**config.mk**
```make
export PLATFORM = sky130hd
export DESIGN_NAME = uart_tx_core_flat
export DESIGN_NICKNAME = d
export VERILOG_FILES = /design/src/rtl/uart_tx_core_if.sv /design/src/rtl/uart_tx_core.sv /design/src/flat_wrapper.sv
export SDC_FILE = /design/constraint.sdc
export NUM_CORES = 1
export LEC_CHECK = 0
export CAP_MARGIN = 20
export CELL_PAD_IN_SITES_DETAIL_PLACEMENT = 1
export CELL_PAD_IN_SITES_GLOBAL_PLACEMENT = 1
export CORE_ASPECT_RATIO = 1.2
export CORE_MARGIN = 2
export CORE_UTILIZATION = 41
export CTS_CLUSTER_DIAMETER = 40
export DETAILED_ROUTE_END_ITERATION = 16
export PLACE_DENSITY_LB_ADDON = 0.1
export SLEW_MARGIN = 20
export SYNTH_ARGS = -nofsm -noshare
export SYNTH_HDL_FRONTEND = slang
export SYNTH_SLANG_ARGS = --single-unit
```
**constraint.sdc**
```tcl
create_clock -name clk -period 3.8 [get_ports clk]
set_clock_uncertainty 0.1 [all_clocks]
set_input_delay 0.76 -clock clk [delete_from_list [all_inputs] [get_ports clk]]
set_output_delay 0.76 -clock clk [all_outputs]
set_load 0.02 [all_outputs]
```
**src/rtl/uart_tx_core_if.sv**
```systemverilog
// TX handshake between the UART register block (master) and the serial transmit core (slave).
interface uart_tx_core_if #(
   parameter int DATA_WIDTH = 8
);
   logic [DATA_WIDTH-1:0] data_tx;
   logic                  data_tx_wr;
   logic                  data_tx_ack;
   logic                  tx_busy;
   logic                  tx_overrun;

   modport master (
      output data_tx, data_tx_wr,
      input  data_tx_ack, tx_busy, tx_overrun
   );

   modport slave (
      input  data_tx, data_tx_wr,
      output data_tx_ack, tx_busy, tx_overrun
   );
endinterface

```
**src/rtl/uart_tx_core.sv**
```systemverilog
// Serial transmit engine: one-entry holding buffer feeding an LSB-first start/data/stop serialiser.
// Optional macro UART_TX_PARITY_EN inserts a parity bit (sense set by PARITY_ODD) after the data bits.
//
// state  | meaning
// IDLE   | line high, waiting for a held byte with tx_enable
// START  | start bit (0) on the line
// DATA   | data bits, LSB first, one per bit period
// PARITY | parity bit (UART_TX_PARITY_EN only)
// STOP   | STOP_BITS bit periods of 1; may relaunch directly
module uart_tx_core #(
   parameter int DATA_WIDTH = 8,
   parameter int STOP_BITS  = 1,
   parameter bit PARITY_ODD = 1'b0
) (
   input  logic          clk,
   input  logic          rst,
   input  logic          tx_enable,
   input  logic [15:0]   prescale,
   uart_tx_core_if.slave tx_if,
   output logic          txd
);
   localparam int CW = $clog2((DATA_WIDTH > STOP_BITS) ? DATA_WIDTH : STOP_BITS) + 1;

   typedef enum logic [2:0] {
      S_IDLE,
      S_START,
      S_DATA,
`ifdef UART_TX_PARITY_EN
      S_PARITY,
`endif
      S_STOP
   } state_t;

   state_t                state_q, state_nxt;
   logic [DATA_WIDTH-1:0] hold_q, shifter_q, shifter_nxt;
   logic                  hold_valid_q;
   logic [15:0]           pre_lat_q, pre_eff;
   logic [18:0]           tmr_q, bp_in, bp_lat;
   logic [CW-1:0]         cnt_q;
   logic                  bit_done, last_data, last_stop;
   logic                  launch, shift_en, cnt_clr, cnt_inc;
   logic                  txd_q, txd_nxt, busy_q, busy_nxt, ack_q, ovr_q;

   // Bit period is 8*max(prescale,1); timer reload holds BP-1 so terminal count is zero.
   assign pre_eff   = (prescale == 16'd0) ? 16'd1 : prescale;
   assign bp_in     = {pre_eff, 3'b000} - 19'd1;
   assign bp_lat    = {pre_lat_q, 3'b000} - 19'd1;
   assign bit_done  = (tmr_q == 19'd0);
   assign last_data = (cnt_q == CW'(DATA_WIDTH - 1));
   assign last_stop = (cnt_q == CW'(STOP_BITS - 1));

   assign txd               = txd_q;
   assign tx_if.tx_busy     = busy_q;
   assign tx_if.data_tx_ack = ack_q;
   assign tx_if.tx_overrun  = ovr_q;

   always_ff @(posedge clk or posedge rst) begin
      if (rst) begin
         state_q      <= S_IDLE;
         hold_q       <= '0;
         hold_valid_q <= 1'b0;
         shifter_q    <= '0;
         pre_lat_q    <= '0;
         tmr_q        <= '0;
         cnt_q        <= '0;
         txd_q        <= 1'b1;
         busy_q       <= 1'b0;
         ack_q        <= 1'b0;
         ovr_q        <= 1'b0;
      end else begin
         state_q   <= state_nxt;
         shifter_q <= shifter_nxt;
         txd_q     <= txd_nxt;
         busy_q    <= busy_nxt;
         ack_q     <= launch;
         ovr_q     <= tx_if.data_tx_wr & hold_valid_q & ~launch;
         if (launch) begin
            pre_lat_q <= pre_eff;
            tmr_q     <= bp_in;
         end else if (state_q != S_IDLE) begin
            tmr_q <= bit_done ? bp_lat : tmr_q - 19'd1;
         end
         if (cnt_clr) begin
            cnt_q <= '0;
         end else if (cnt_inc) begin
            cnt_q <= cnt_q + CW'(1);
         end
         // A write landing on the launch edge refills the buffer as it empties.
         if (launch) begin
            if (tx_if.data_tx_wr) begin
               hold_q       <= tx_if.data_tx;
               hold_valid_q <= 1'b1;
            end else begin
               hold_valid_q <= 1'b0;
            end
         end else if (tx_if.data_tx_wr && !hold_valid_q) begin
            hold_q       <= tx_if.data_tx;
            hold_valid_q <= 1'b1;
         end
      end
   end

`ifdef UART_TX_PARITY_EN
   logic par_q;

   always_ff @(posedge clk or posedge rst) begin
      if (rst) begin
         par_q <= 1'b0;
      end else if (launch) begin
         par_q <= (^hold_q) ^ PARITY_ODD;
      end
   end
`endif

   always_comb begin
      state_nxt = state_q;
      launch    = 1'b0;
      shift_en  = 1'b0;
      cnt_clr   = 1'b0;
      cnt_inc   = 1'b0;
      case (state_q)
         S_IDLE: begin
            if (hold_valid_q && tx_enable) begin
               launch    = 1'b1;
               state_nxt = S_START;
            end
         end
         S_START: begin
            if (bit_done) begin
               state_nxt = S_DATA;
               cnt_clr   = 1'b1;
            end
         end
         S_DATA: begin
            if (bit_done) begin
               shift_en = 1'b1;
               if (last_data) begin
                  cnt_clr = 1'b1;
`ifdef UART_TX_PARITY_EN
                  state_nxt = S_PARITY;
`else
                  state_nxt = S_STOP;
`endif
               end else begin
                  cnt_inc = 1'b1;
               end
            end
         end
`ifdef UART_TX_PARITY_EN
         S_PARITY: begin
            if (bit_done) begin
               state_nxt = S_STOP;
            end
         end
`endif
         S_STOP: begin
            if (bit_done) begin
               if (last_stop) begin
                  cnt_clr = 1'b1;
                  if (hold_valid_q && tx_enable) begin
                     launch    = 1'b1;
                     state_nxt = S_START;
                  end else begin
                     state_nxt = S_IDLE;
                  end
               end else begin
                  cnt_inc = 1'b1;
               end
            end
         end
         default: state_nxt = S_IDLE;
      endcase

      shifter_nxt = shifter_q;
      if (launch) begin
         shifter_nxt = hold_q;
      end else if (shift_en) begin
         shifter_nxt = shifter_q >> 1;
      end
   end

   always_comb begin
      busy_nxt = (state_nxt != S_IDLE);
      txd_nxt  = 1'b1;
      case (state_nxt)
         S_START:  txd_nxt = 1'b0;
         S_DATA:   txd_nxt = shifter_nxt[0];
`ifdef UART_TX_PARITY_EN
         S_PARITY: txd_nxt = par_q;
`endif
         default:  txd_nxt = 1'b1;
      endcase
   end
endmodule
```
**src/flat_wrapper.sv**
```systemverilog
// flat-port wrapper written by rule: the top's interface ports become plain ports
module uart_tx_core_flat 
#(
   parameter int DATA_WIDTH = 8,
   parameter int STOP_BITS  = 1,
   parameter bit PARITY_ODD = 1'b0
)
  (clk, rst, tx_enable, prescale, txd, tx_if_data_tx, tx_if_data_tx_wr, tx_if_data_tx_ack, tx_if_tx_busy, tx_if_tx_overrun);
  uart_tx_core_if #(.DATA_WIDTH(DATA_WIDTH)) tx_if_i ();
  input  logic clk;
  input  logic rst;
  input  logic tx_enable;
  input  logic [15:0] prescale;
  output logic txd;
  input wire logic [$bits(tx_if_i.data_tx)-1:0] tx_if_data_tx;
  input wire logic [$bits(tx_if_i.data_tx_wr)-1:0] tx_if_data_tx_wr;
  output wire logic [$bits(tx_if_i.data_tx_ack)-1:0] tx_if_data_tx_ack;
  output wire logic [$bits(tx_if_i.tx_busy)-1:0] tx_if_tx_busy;
  output wire logic [$bits(tx_if_i.tx_overrun)-1:0] tx_if_tx_overrun;
  assign tx_if_i.data_tx = tx_if_data_tx;
  assign tx_if_i.data_tx_wr = tx_if_data_tx_wr;
  assign tx_if_data_tx_ack = tx_if_i.data_tx_ack;
  assign tx_if_tx_busy = tx_if_i.tx_busy;
  assign tx_if_tx_overrun = tx_if_i.tx_overrun;
  uart_tx_core #(.DATA_WIDTH(DATA_WIDTH), .STOP_BITS(STOP_BITS), .PARITY_ODD(PARITY_ODD)) u_core (.clk(clk), .rst(rst), .tx_enable(tx_enable), .prescale(prescale), .tx_if(tx_if_i), .txd(txd));
endmodule
```
=== Yosys cells after proc, flatten, opt, wreduce, memory -nomap -nowiden ===
Cells that the tools add are included.

* Eq/ne operators: 7
* Bitwise logic cells: 3
* Reductions and logical operators: 14
* Multiplexer cells: 39
* $add $sub $neg: 4

{| class="wikitable"
|+ Operator list
! cell !! number
|-
| $mux W19 || 3
|-
| $sub A19 B1 Y19 const B || 3
|-
| $mux W8 || 5
|-
| $logic_not A19 Y1 || 1
|-
| $mux W3 || 6
|-
| $mux W1 || 17
|-
| $logic_not A16 Y1 || 1
|-
| $mux W16 || 1
|-
| $pmux W3 S4 || 1
|-
| $eq A3 B2 Y1 const B || 3
|-
| $mux W4 || 2
|-
| $reduce_bool A2 Y1 || 4
|-
| $eq A3 B1 Y1 const B || 2
|-
| $pmux W1 S2 || 3
|-
| $reduce_bool A3 Y1 || 2
|-
| $add A4 B1 Y4 const B || 1
|-
| $eq A4 B3 Y1 const B || 1
|-
| $logic_not A4 Y1 || 1
|-
| $logic_not A3 Y1 || 1
|-
| $pmux W1 S3 || 1
|-
| $and A1 B1 Y1 || 2
|-
| $logic_and A1 B1 Y1 || 2
|-
| $ne A2 B2 Y1 const B || 1
|-
| $reduce_and A2 Y1 || 1
|-
| 2 further kinds || 2
|}

* Flip-flop bits (word level): 63
* Input port bits: 28
* Output and inout port bits: 4
* Logic and storage cells: 79

=== Depth between registers and ports, before layout ===
Gate-level depths: netlist (run 1).

* Depth after elaboration: 7
* Gate-level depth with buffers: 10
* Depth with buffers taken out: 10

=== Worst setup path before layout (run 1) ===
No wires, ideal clock.

* Path kind: input port to flip-flop
* Start point: in prescale[3]
* End point: reg u_core.tmr_q[11]
* Library setup time: 0.138 ns
* Stages on the path: 10
* Path slack: 1.148 ns
* Data arrival time: 2.414 ns
* Buffers on the path: 0
* Data required time: 3.562 ns
* Path through: nor4_1 -> nand3b_1 -> nor2_1 -> nor2_1 -> ha_1 -> nand3_1 -> xor2_1 -> nand2_1 -> a21oi_1 -> o31ai_1

* Word-level cells in the longest chain between the ends: 4

{| class="wikitable"
|+ RTL lines
! what !! line !! RTL
|-
| start, declared || flat_wrapper.sv:13 || <nowiki>input logic [15:0] prescale;</nowiki>
|-
| $logic_not A16 Y1 || uart_tx_core.sv:45 || <nowiki>assign pre_eff = (prescale == 16'd0) ? 16'd1 : prescale;</nowiki>
|-
| $mux W16 * || uart_tx_core.sv:45 ||
|-
| $sub A19 B1 Y19 * || uart_tx_core.sv:46 || <nowiki>assign bp_in = {pre_eff, 3'b000} - 19'd1;</nowiki>
|-
| $mux W19 * || uart_tx_core.sv:77 || <nowiki>if (launch) begin</nowiki>
|-
| end signal, assigned || uart_tx_core.sv:79 || <nowiki>tmr_q <= bp_in;</nowiki>
|-
| end signal, assigned || uart_tx_core.sv:81 || <nowiki>tmr_q <= bit_done ? bp_lat : tmr_q - 19'd1;</nowiki>
|-
| end, declared || uart_tx_core.sv:38 || <nowiki>logic [18:0] tmr_q, bp_in, bp_lat;</nowiki>
|}

Mark *: on every way between the ends. The rest lies on a longest branch, timed or not.
A chain may end at the register's enable or synchronous reset.

=== Worst setup path after layout (run 1) ===
* Start point: in prescale[10]
* End point: reg u_core.tmr_q[13]

Same word-level chain as after synthesis.

==> results of run 1 <==
==> layout by cell type, fill, tap and decap left out, drive strengths merged, types with 8 or more instances in the layout <==
| cell | Yosys | layout |
|---|---|---|
| mux2i | 10 | 10 |
| o21ai | 16 | 16 |
| nor3 | 15 | 15 |
| xnor2 | 13 | 13 |
| buf | 5 | 12 |
| a21oi | 22 | 22 |
| dfrtp | 62 | 62 |
| nand3 | 16 | 16 |
| clkbuf | 16 | 10 |
| or4 | 9 | 9 |
| mux2 | 8 | 8 |
| nand2 | 71 | 71 |
| xor2 | 20 | 20 |
| inv | 10 | 11 |
| nor2 | 39 | 39 |
| nor4 | 14 | 14 |
| clkdlybuf4s50 | 0 | 31 |
| or3 | 8 | 8 |
==> per-layer routing <==
| metal | up-vias | GRT usage [%] |
|---|---|---|
| met2 | 72 | 42.33 |
| met3 | 18 | 4.285 |
| met1 | 1708 | 28.94 |
| met5 | - | 0 |
| met4 | 0 | 9.632 |
| li1 | 1605 | - |
==> final timing paths <==
path | startpoint | endpoint | slack (ns) | cells after the start
max | prescale[10] | u_core.tmr_q[13]$_DFFE_PP0P_ | 0.80 | 11
min | u_core.hold_q[7]$_DFFE_PP0P_ | u_core.shifter_q[7]$_DFFE_PP0P_ | 0.38 | 2
max reg2reg | u_core.cnt_q[0]$_DFFE_PP0P_ | u_core.pre_lat_q[0]$_DFFE_PP0P_ | 0.87 | 8
min reg2reg | u_core.hold_q[7]$_DFFE_PP0P_ | u_core.shifter_q[7]$_DFFE_PP0P_ | 0.38 | 2
max in group asynchronous | rst | u_core.txd$_DFF_PP1_ | 2.07 | 3
min in group asynchronous | rst | u_core.tmr_q[1]$_DFFE_PP0P_ | 0.76 | 2
==> sequential cells by signal (all words and copies together) (netlist names) <==
name,cells
u_core.tmr_q,19
u_core.pre_lat_q,16
u_core.hold_q,8
u_core.shifter_q,8
u_core.cnt_q,4
u_core.state_q,3
u_core.hold_valid_q,1
u_core.tx_if.data_tx_ack,1
u_core.tx_if.tx_busy,1
u_core.tx_if.tx_overrun,1
u_core.txd,1
==> power groups by stage <==
| stage | clock network, uW | logic [uW] | registers [uW] |
|---|---|---|---|
| finish | 696 | 513 | 1010 |
| global route | 732 | 582 | 1040 |
| CTS | 710 | 519 | 1010 |
| detailed placement | 0 | 512 | 1020 |
| global placement | 0 | 495 | 1010 |
| floorplan | 0 | 374 | 969 |
==> kinds of logic after synthesis <==
kind of cell,after synthesis
compound gates,78
flops,63
fa+ha+maj,5
mux,18
xor+xnor,33
other cells,1
buf+inv,31
simple gates,202
==> per-stage QoR <==
stage / std cells / util, %
6_report: 589 / 49.61
5_1_grt: 589 / 49.61
4_1_cts: 589 / 49.61
3_5_place_dp: 573 / 47.05
3_3_place_gp: 573 / 47.05
2_1_floorplan: 431 / -
==> critical path, delay by kind of cell <==
family,cells,cell delay (ns)
compound gates,2,0.17
simple gates,6,1.31
fa+ha+maj,1,0.26
buf+inv,1,0.49
xor+xnor,1,0.15
==> area by class of cell <==
cell class | instances | area share (%)
Clock buffer | 10 | 3.087
Clock inverter | 6 | 2.077
Inverter | 10 | 0.8420
Multi-Input combinational cell | 337 | 46.25
Sequential cell | 63 | 35.39
Tap cell | 120 | 3.368
Timing Repair Buffer | 43 | 8.981
==> flow_summary.yaml, run 1 <==
power_and_ir_drop:
  total_power_uw: 2223
  p_int_uw: 1471
  p_leak_uw: 0.001842
  p_sw_share_pct: 33.83
  cellPowerDensity_nw_per_um2: 498.7
  clkPwrFrac_pct: 31.3
  switching_power_uw: 752.1
  ir_drop_uv: 323.4
  comb_power_share_pct: 23.1
  pwr-share-seq_pct: 45.6
synthesis:
  synth.top_cells.by_area: "dfrtp_1, nand2_1, xor2_1"
  yosysTopAreaCell: "dfrtp_1"
  synth.avg_cell_area_sq_um: 8.706
  synthTopCellsByCount: "nand2_1, dfrtp_1, nor2_1, a21oi_1, xor2_1"
  synthMuxAreaShare_pct: 5.068
  ys_async_sr_fraction_pct: 100.0
  synthAdderAreaFrac_pct: 1.667
  yosys.cell_count.top_type: "nand2_1"
  syn-cell-area_sq_um: 3752
  synth-simple-area-share_pct: 26.58
  synth_compound_area_share_pct: 13.60
  synthDistinctLibCells: 54
  synth_edf_count: 0
  ys.flop_type: "dfrtp_1"
  syn_nets: 464
  synth_top_family_by_area: "simple AND/OR/NAND/NOR gates"
  yosys_warnings: 0
  synth-xor-area-share_pct: 7.703
  seq_area_frac_synth_pct: 42.05
  synth-seq-cells: 63
  netlist_instances: 431
  synth_top_area_share_pct: 41.35
layout:
  nets: 497
  area_growth_pct: 18.81
  antenna_cells: 0
  fill_cells: 1065
  regArea_sq_um: 1578
  multi_input_area_sq_um: 2062
  final_layout_size_suffix_gt1_share_pct: 10.23
  final_area_sq_um: 4458
cts:
  insertion_delay_ns: 0.36
  cts_tree: "done"
  cts-buffers-inserted: 9
  cts.repair.resized: 0
  htreeDepth: 3
  post_cts_buffers: 0
  postCtsHoldBufs: 0
  clkTransAtPathRegs_ns: 0.07
  cts_sinks: 63
  root_buffer: "clkbuf_8"
  cts_max_path_buffers: 2
placed_design:
  port_buffers: 31
  hpwl_microns: 7975
  place_ws_ns: 0.4343
  gp_congestion: 0.8640
  placed_area_sq_um: 4228
global_route:
  grt_usage_pct: 23.92
  grt_overflow: 0
  grt_max_degree: 36
  grt_pass1_wl_microns: 18550
  antenna_found_initial: 0
  grt_pass1_vias: 3662
critical_path:
  cpPeakStageDelay_ns: 0.54
  cp.required_ns: 3.93
  startpoint_type: "input port"
  endpoint_kind: "flip-flop"
  worstPathArrival_ns: 3.13
  cp_slowest_cell: "nor4_1"
  cp_cell_sequence: "clkdlybuf4s50_1 > nor4_1 > nand3_1 > nor2_1 > nor2_1 > ha_1 > nand3b_1 > nor4_1 > xor2_1 > o22ai_1 > a21oi_1"
  worst-path-max-fanout: 5
  path_class: "in -> reg"
floorplanning:
  core.rowCount: 38
  dieArea_sq_um: 9936
  initial_core_util_pct: 41.76
  coreArea_sq_um: 8986
  io_pins: 32
  die_x_microns: 91.33
  dieHeight_microns: 108.8
timing:
  rsz0062_at_grt: "no"
  period_share_pct: 78.86
  fmax_ghz: 0.3337
  maxSlewHeadroom_pct: 36.35
  hold_slack_ns: 0.3762
  post-route-min-period_ns: 2.997
  worst_slack_ns: 0.8033
  setup_violations: 0
  slew_violations: 0
  worst_pin_slew_ns: 0.9460
  hold_viol: 0
  setup_tns_ns: 0
detailed_routing:
  drcViolationCount: 0
  wl_per_cell_microns: 18.67
  m1WireLength_microns: 4736
  top_layer: "met4"
  met2_length_microns: 5599
  detail-route-antenna-nets: 0
  dr_wl_met3_microns: 464
  vias: 3403
  first_iter_violations: 157
  routed_via_density: 5.778
  firstDrtPassIters: 4
  wl_microns: 11000
run:
  cap_violations: 0
worst_hold_path:
  hold_path.class: "reg -> reg"
run_status:
  outcome: "finished clean"
Power figures use the tool's default switching activity.
==> inputs of run 2 (changes only) <==
--- a/config.mk
+++ b/config.mk
@@ -10,7 +10,7 @@
 export CELL_PAD_IN_SITES_GLOBAL_PLACEMENT = 1
 export CORE_ASPECT_RATIO = 1.2
 export CORE_MARGIN = 2
-export CORE_UTILIZATION = 41
+export CORE_UTILIZATION = 40
 export CTS_CLUSTER_DIAMETER = 40
 export DETAILED_ROUTE_END_ITERATION = 16
 export PLACE_DENSITY_LB_ADDON = 0.1
==> constraint.sdc (replaced) <==
create_clock -name clk -period 2.45 [get_ports clk]
set_clock_uncertainty 0.1 [all_clocks]
set_input_delay 0.49 -clock clk [delete_from_list [all_inputs] [get_ports clk]]
set_output_delay 0.49 -clock clk [all_outputs]
set_load 0.02 [all_outputs]
==> flow_summary.yaml, run 2 (synthesis gave the netlist of run 1 again) <==
critical_path:
  startpoint_type: "flip-flop"
  crit_family: "simple AND/OR/NAND/NOR gates"
  cp_cell_sequence: "inv_1 > ha_1 > nor4bb_2 > buf_4 > nand3_1 > o311ai_0"
  r2r_slack_ns: 0.06
  endpoint_kind: "flip-flop"
  cp.required_ns: 2.56
  cp_slowest_cell: "o311ai_0"
  worst-path-max-fanout: 8
  worstPathArrival_ns: 2.50
  critical_path_buf_inv_count: 2
  cpPeakStageDelay_ns: 0.48
  path_class: "reg -> reg"
power_and_ir_drop:
  switching_power_uw: 1160
  p_int_uw: 2227
  p_leak_uw: 0.002114
  total_power_uw: 3387
  comb_power_share_pct: 29.6
  cellPowerDensity_nw_per_um2: 684.4
  p_sw_share_pct: 34.25
  pwr-share-seq_pct: 45.4
  clkPwrFrac_pct: 25.0
  ir_drop_uv: 367.9
layout:
  top_register: "u_core.tmr_q"
  reg_top3: "u_core.tmr_q x19, u_core.pre_lat_q x16"
  largest_reg_flops: 19
  final_common_cell: "nand2_1"
  final_layout_size_suffix_gt1_share_pct: 21.80
  area_growth_pct: 31.91
  instances_no_fill: 643
  antenna_cells: 0
  nets: 551
  final_area_sq_um: 4950
  fill_cells: 1053
  final_cell_mix: "nand2_1, buf_4, dfrtp_1"
placed_design:
  hpwl_microns: 8536
  place_ws_ns: -0.4272
  gp_congestion: 0.9141
  placed_area_sq_um: 4668
  dp.cells: 625
  port_buffers: 31
detailed_routing:
  firstDrtPassIters: 4
  vias: 3540
  detail-route-antenna-nets: 0
  wl_per_cell_microns: 17.78
  routed_via_density: 5.505
  drcViolationCount: 0
  wl_microns: 11430
  first_iter_violations: 206
global_route:
  grt_pass1_vias: 3683
  grt_overflow: 0
  antenna_found_initial: 0
  grt_pass1_wl_microns: 18600
  grt_max_degree: 42
  grt_usage_pct: 23.68
cts:
  root_buffer: "clkbuf_8"
  cts_tree: "done"
  htreeDepth: 3
  postCtsHoldBufs: 0
  insertion_delay_ns: 0.35
  cts_sinks: 63
  cts-buffers-inserted: 9
  clkTransAtPathRegs_ns: 0.07
  cts_max_path_buffers: 2
timing:
  maxSlewHeadroom_pct: 65.90
  worst_pin_slew_ns: 0.5068
  worst_slack_ns: 0.06367
  fmax_ghz: 0.4191
  slew_violations: 0
  post-route-min-period_ns: 2.386
  period_share_pct: 97.40
  setup_violations: 0
  hold_viol: 0
floorplanning:
  dieArea_sq_um: 10170
  coreArea_sq_um: 9081
  initial_core_util_pct: 41.32
  dieHeight_microns: 110.1
  die_x_microns: 92.42
  core.rowCount: 38
  io_pins: 32
run:
  cap_violations: 0
worst_hold_path:
  hold_path.class: "reg -> reg"
run_status:
  outcome: "finished clean"
[run 2: layout make-up]
cell class | count | area, sq um | share of cell area, %
sequential | 63 | 1578 | 31.88
multi-input combinational | 337 | 2151 | 43.45
clock inverter | 3 | 18.77 | 0.3792
inverter | 10 | 37.54 | 0.7583
tap | 120 | 150.1 | 3.033
timing repair buffer | 97 | 855.8 | 17.29
clock buffer | 13 | 158.9 | 3.210
[run 2: power groups by stage]
stage | combinational [uW] | sequential [uW] | clock (uW)
detailed placement | 983 | 1540 | 0
finish | 1000 | 1540 | 847
global placement | 946 | 1530 | 0
CTS | 992 | 1530 | 862
floorplan | 579 | 1500 | 0
global route | 1120 | 1570 | 918
[run 2: final timing paths]
kind,start,endpoint,cells after the start
worst min register to register,u_core.hold_q[7]$_DFFE_PP0P_,u_core.shifter_q[7]$_DFFE_PP0P_,2
min in group asynchronous,rst,u_core.tx_if.tx_busy$_DFF_PP0_,3
max in group asynchronous,rst,u_core.txd$_DFF_PP1_,3
worst max register to register,u_core.cnt_q[0]$_DFFE_PP0P_,u_core.tmr_q[8]$_DFFE_PP0P_,6
worst max-delay path,u_core.cnt_q[0]$_DFFE_PP0P_,u_core.tmr_q[8]$_DFFE_PP0P_,6
worst min-delay path,u_core.hold_q[7]$_DFFE_PP0P_,u_core.shifter_q[7]$_DFFE_PP0P_,2
[run 2: worst reg2reg max path, stage by stage, from the launching register on]
cell      delay [ns]
dfrtp_1         0.40
inv_1           0.11
ha_1            0.20
nor4bb_2        0.42
buf_4           0.19
nand3_1         0.35
o311ai_0        0.49
[run 2: routing by layer]
layer | vias up | GRT usage (%) | part of all wire (%)
met5 | - | 0 | 0
met4 | 0 | 7.676 | 1.6
met3 | 14 | 5.099 | 3.9
met2 | 60 | 41.35 | 51
met1 | 1753 | 29.31 | 44
li1 | 1713 | - | -
[run 2: timing repair]
action | CTS | global route
gates resized for setup | 4 | 13
setup endpoints to repair | 4 | 34
setup buffers | 0 | 2
gates cloned | 0 | 0
pin swaps | 0 | 6
[run 2: metrics by stage]
stage,hold slack [ns],utilization (%),setup TNS [ns]
2_1_floorplan,0.3331,-,0
3_3_place_gp,0.3460,51.41,-2.261
3_5_place_dp,0.3500,51.41,-3.197
4_1_cts,0.3638,53.58,0
5_1_grt,0.3650,54.51,-0.1965
6_report,0.3614,54.51,0
